===== config.mk =====
export PLATFORM = sky130hd
export DESIGN_NAME = wager_controller
export DESIGN_NICKNAME = d
export VERILOG_FILES = /design/src/rtl/wager_controller_pkg.sv /design/src/rtl/wager_controller_payout.sv /design/src/rtl/wager_controller.sv
export SDC_FILE = /design/constraint.sdc
export NUM_CORES = 1
export LEC_CHECK = 0
export BUFFER_PORTS_ARGS = -buffer_cell sky130_fd_sc_hd__buf_2
export CAP_MARGIN = 20
export CORE_MARGIN = 2
export CORE_UTILIZATION = 50
export DETAILED_ROUTE_END_ITERATION = 12
export MAX_ROUTING_LAYER = met4
export PLACE_DENSITY = 0.71
export SKIP_LAST_GASP = 1
export SYNTH_ARGS = -nofsm -noshare
export SYNTH_HDL_FRONTEND = slang
export SYNTH_HIERARCHICAL = 1
export SYNTH_SLANG_ARGS = --single-unit
export TNS_END_PERCENT = 1

===== constraint.sdc =====
create_clock -name slow_clock -period 5.31 [get_ports slow_clock]
set_input_delay 0.2655 -clock slow_clock [delete_from_list [all_inputs] [get_ports slow_clock]]
set_output_delay 0.2655 -clock slow_clock [all_outputs]
set_load 0.005 [all_outputs]

===== src/rtl/wager_controller_pkg.sv =====
// Shared codes for the baccarat wager path: bet sides, round results and controller states.
package wager_controller_pkg;

  localparam logic [1:0] SIDE_NONE   = 2'b00;
  localparam logic [1:0] SIDE_PLAYER = 2'b01;
  localparam logic [1:0] SIDE_DEALER = 2'b10;
  localparam logic [1:0] SIDE_TIE    = 2'b11;

  localparam logic [1:0] RES_NONE = 2'b00;
  localparam logic [1:0] RES_WIN  = 2'b01;
  localparam logic [1:0] RES_LOSE = 2'b10;
  localparam logic [1:0] RES_PUSH = 2'b11;

  typedef enum logic [1:0] {
    ST_IDLE   = 2'b00,
    ST_LOCKED = 2'b01,
    ST_DONE   = 2'b10
  } wager_state_t;

endpackage


===== src/rtl/wager_controller_payout.sv =====
// Combinational payout rules: maps the escrowed bet and final scores to a return amount and result code.
module wager_payout
  import wager_controller_pkg::*;
#(
  parameter int unsigned BAL_W    = 8,
  parameter int unsigned TIE_MULT = 8
) (
  input  logic [1:0]       side,
  input  logic [BAL_W-1:0] stake,
  input  logic [3:0]       pscore,
  input  logic [3:0]       dscore,
  output logic [BAL_W+3:0] pay,
  output logic [1:0]       result
);

  localparam int unsigned PW = BAL_W + 4;

  logic [PW-1:0] stake_w;
  logic          tie;
  logic          win;

  assign stake_w = PW'(stake);
  assign tie     = (pscore == dscore);
  assign win     = ((pscore > dscore) && (side == SIDE_PLAYER)) ||
                   ((dscore > pscore) && (side == SIDE_DEALER));

  always_comb begin
    pay    = '0;
    result = RES_NONE;
    if (side == SIDE_NONE) begin
      pay    = '0;
      result = RES_NONE;
    end else if (win) begin
      pay    = stake_w << 1;
      result = RES_WIN;
    end else if (tie && (side == SIDE_TIE)) begin
      pay    = stake_w * PW'(TIE_MULT + 1);
      result = RES_WIN;
    end else if (tie) begin
      pay    = stake_w;
      result = RES_PUSH;
    end else begin
      pay    = '0;
      result = RES_LOSE;
    end
  end

endmodule


===== src/rtl/wager_controller.sv =====
// Baccarat wager sequencer: escrows the bet at round start and settles it with saturation at round end.
module wager_controller
  import wager_controller_pkg::*;
#(
  parameter int unsigned START_BALANCE = 100,
  parameter int unsigned BAL_W         = 8,
  parameter int unsigned TIE_MULT      = 8
) (
  input  logic             slow_clock,
  input  logic             resetb,
  input  logic             round_start,
  input  logic             endround,
  input  logic [3:0]       pscore,
  input  logic [3:0]       dscore,
  input  logic [1:0]       bet_side,
  input  logic [BAL_W-1:0] bet_amt,
  output logic [BAL_W-1:0] balance,
  output logic             bet_locked,
  output logic             bet_reject,
  output logic [1:0]       result,
  output logic             sat,
  output logic             broke
);

  localparam int unsigned PW = BAL_W + 4;

  wager_state_t     state;
  logic [BAL_W-1:0] stake;
  logic [1:0]       side;
  logic [PW-1:0]    pay;
  logic [1:0]       pay_result;
  logic [PW-1:0]    sum;
  logic             clip;
  logic             do_start;
  logic             do_settle;

  wager_payout #(
    .BAL_W    (BAL_W),
    .TIE_MULT (TIE_MULT)
  ) u_payout (
    .side   (side),
    .stake  (stake),
    .pscore (pscore),
    .dscore (dscore),
    .pay    (pay),
    .result (pay_result)
  );

  assign sum   = PW'(balance) + pay;
  assign clip  = (sum > PW'({BAL_W{1'b1}}));
  assign broke = (balance == '0);

  // A start strobe in DONE (endround still high) begins a new round exactly as from IDLE.
  assign do_start  = round_start && ((state == ST_IDLE) || (state == ST_DONE));
  assign do_settle = (state == ST_LOCKED) && endround;

  always_ff @(posedge slow_clock or negedge resetb) begin
    if (!resetb) begin
      state      <= ST_IDLE;
      balance    <= BAL_W'(START_BALANCE);
      stake      <= '0;
      side       <= SIDE_NONE;
      bet_locked <= 1'b0;
      bet_reject <= 1'b0;
      result     <= RES_NONE;
      sat        <= 1'b0;
    end else if (do_start) begin
      state  <= ST_LOCKED;
      result <= RES_NONE;
      if ((bet_side == SIDE_NONE) || (bet_amt == '0) || (bet_amt > balance)) begin
        stake      <= '0;
        side       <= SIDE_NONE;
        bet_locked <= 1'b0;
        bet_reject <= (bet_side != SIDE_NONE) && (bet_amt != '0);
      end else begin
        stake      <= bet_amt;
        side       <= bet_side;
        balance    <= balance - bet_amt;
        bet_locked <= 1'b1;
        bet_reject <= 1'b0;
      end
    end else if (do_settle) begin
      state      <= ST_DONE;
      balance    <= clip ? '1 : sum[BAL_W-1:0];
      sat        <= sat | clip;
      result     <= pay_result;
      stake      <= '0;
      bet_locked <= 1'b0;
    end else if ((state == ST_DONE) && !endround) begin
      state <= ST_IDLE;
    end
  end

endmodule


==> impl_metrics.yaml <==
placed_design:
  io_buffers: 35
  placed_cells_incl_taps: 406
  routabilityCongestion: 0.868
  dp.final_hpwl_mm: 5.32
worst_setup_path:
  cpMostUsedCell: "ha_1"
  end_kind: "flop"
  required_ns: 5.45
  rr_worst_depth: 15
  crit_fanout: 7
  cp_cell_sequence: "ha_1, ha_1, fa_1, xor2_1, nor2_1, nor3_1, a22oi_1, o22ai_1, ha_1, a21o_1, a211o_1, o31ai_1, o211ai_1, a211oi_4, a31oi_1"
  arrival_ns: 4.31
  start_kind: "flop"
  worstSetupPathType: "flop to flop"
  slowest_stage: "dfrtp_1"
  worst_path_largest_cell_delay_ns: 0.47
routing:
  ant_nets: 0
  drcViolationCount: 0
  wl_per_cell_um: 16.5
  num_vias: 2476
  dr.pass1.iters: 5
  drt_wl_total_mm: 6.80
  via_per_inst: 6.02
  drtIter0Drc: 168
layout:
  fin_nets: 397
  mostFrequentLayoutCells: "buf_2 (35), ha_1 (30), inv_1 (24), a21oi_1 (24), dfrtp_1 (22)"
  diodes: 0
  mostFrequentLayoutCell: "buf_2"
  instances_no_fill: 411
  fillers: 491
  area_growth_pct: 9.20
  drive_above_1_share: 0.150
floorplan:
  die_h_um: 76.8
  dieArea_mm2: 0.00590
  rows: 26
  io_pins: 36
  core_mm2: 0.00511
  die_w_um: 76.8
  start_util: 0.519
sta:
  relSlewSlack: 0.580
  slew_violations: 0
  max_freq_mhz: 240
  fin_setup_tns_ns: 0
  worst_pin_slew_ns: 0.629
  period_share: 0.785
  hold_violations: 0
  min_period_ns: 4.17
  setup_viol: 0
  finClkSkew_ns: 0.0105
  rsz0062_at_grt: "false"
synth:
  syn_area_mm2: 0.00265
  ys_seq_elements: 25
  synth-edff-count: 0
  synth_top_area_cell: "dfrtp_1"
  avgSynthCellArea_um2: 8.55
  syn_nets: 365
  synth_warnings: 6
  synth_area_leaders: "dfrtp_1 (21%), ha_1 (14%), a22o_1 (4.6%), a21oi_1 (4.5%), inv_1 (3.4%)"
  synth_top_cell_area_share: 0.208
  synthCells: 310
  async_reset_ff_frac: 1.00
  seq_area_frac_synth: 0.237
  ys.flop_type: "dfrtp_1"
  synth.distinct_cells: 57
power_and_ir_drop:
  power.leakage_nw: 1.34
  power_density_mw_per_mm2: 360
  max-vdd-ir-drop_v: 0.000204
global_route:
  antenna_found_initial: 0
  grt_max_degree: 26
  grtUsageMet2: 0.390
  grt.overflow.total: 0
  grt_pass1_wl_mm: 11.4
  grt_busiest_layer: "met2"
  grt_use_met1: 0.334
  grt_use_met3: 0.0235
  grt_usage: 0.243
  grt_pass1_vias: 2355
cts:
  path_clk_slew_ns: 0.09
  tritoncts: "done"
  post_cts_resized: 0
  cts_htree_levels: 1
  cts_buffers: 3
  root_buffer: "clkbuf_8"
  clock_latency_ns: 0.27
  clockBufferDepth: 2
  clock-sinks: 25
outcome:
  run_status: "completed"
run:
  drv_cap: 0
hold_path:
  worstHoldPathCells: 2
  hold_class: "input port to flop"
[report_power, final]
part	switching (mW)	internal, mW
Clock	0.0613	0.0525
Combinational	0.313	0.252
Sequential	0.106	0.256
[routing by layer]
layer | vias up | wire length [µm]
li1 | 1246 | -
met1 | 1172 | 3270
met2 | 52 | 3280
met3 | 6 | 204
met4 | 0 | 48
met5 | - | 0
[registers in the layout, summed over array words and instances, names as in the netlist]
signal,flops
balance,8
bet_locked,1
bet_reject,1
result,2
sat,1
side,2
stake,8
state,2
[path summary, 6_finish.rpt]
check | from | end | slack [ns]
worst max-delay path | stake[4]$_DFFE_PN0P_ | balance[4]$_DFFE_PN0P_ | 1.14
worst min-delay path | bet_side[1] | side[1]$_DFFE_PN0P_ | 0.23
worst max register to register | stake[4]$_DFFE_PN0P_ | balance[4]$_DFFE_PN0P_ | 1.14
worst min register to register | bet_locked$_DFFE_PN0P_ | bet_locked$_DFFE_PN0P_ | 0.49
max in group asynchronous | resetb | bet_locked$_DFFE_PN0P_ | 4.39
min in group asynchronous | resetb | bet_reject$_DFFE_PN0P_ | 0.53
[critical path, delay by kind of cell, from the launching register on]
| family | cells | cell delay [ns] |
|---|---|---|
| compound gates | 8 | 1.80 |
| fa+ha+maj | 4 | 1.29 |
| flops | 1 | 0.47 |
| simple gates | 2 | 0.29 |
| xor+xnor | 1 | 0.18 |
[synth_stat cells, types with 6 or more instances]
master,instances
o22ai_1,8
xor2_1,6
a21o_1,6
a22oi_1,7
o21ai_0,13
ha_1,30
a21oi_1,24
nand2_1,17
o21a_1,8
a22o_1,14
nor3_1,10
dfrtp_1,22
nor2_1,21
a211oi_1,6
inv_1,24
[layout make-up]
type | count | area [µm²] | share of cell area
clock buffer | 3 | 41.3 | 0.0143
inverter | 24 | 90.1 | 0.0311
sequential | 25 | 629 | 0.217
multi-input combinational | 252 | 1860 | 0.641
tap | 70 | 87.6 | 0.0303
timing repair buffer | 36 | 185 | 0.0640
clock inverter | 1 | 5.00 | 0.00173
[kinds of logic after synthesis]
| logic type | count (synthesis) | synth area share |
|---|---|---|
| flip-flops | 25 | 0.237 |
| buffers and inverters | 33 | 0.0623 |
| adder cells (fa/ha/maj) | 33 | 0.164 |
| multiplexers | 4 | 0.0151 |
| AND/OR/NAND/NOR | 80 | 0.153 |
| XOR/XNOR | 11 | 0.0363 |
| AO/OA/AOI/OAI | 124 | 0.332 |
[stage by stage]
| step | power (mW) | utilization | instance area, µm² | hold slack [ns] | setup WS [ns] |
|---|---|---|---|---|---|
| after floorplan | 0.771 | - | 2650 | -0.0301 | 1.58 |
| after global placement | 0.912 | 0.556 | 2840 | 0.294 | 1.23 |
| after CTS | 1.04 | 0.567 | 2900 | 0.224 | 1.16 |
| after detailed placement | 0.920 | 0.556 | 2840 | 0.287 | 1.18 |
| final | 1.04 | 0.567 | 2900 | 0.226 | 1.14 |
| after global routing | 1.13 | 0.567 | 2900 | 0.219 | 0.857 |
[what timing repair did]
item | CTS | global route
endpoints found under the hold margin | 11 | 0
hold buffers | 1 | 0
setup buffers | 0 | 0
No activity file was read; power rests on OpenSTA's default activity.
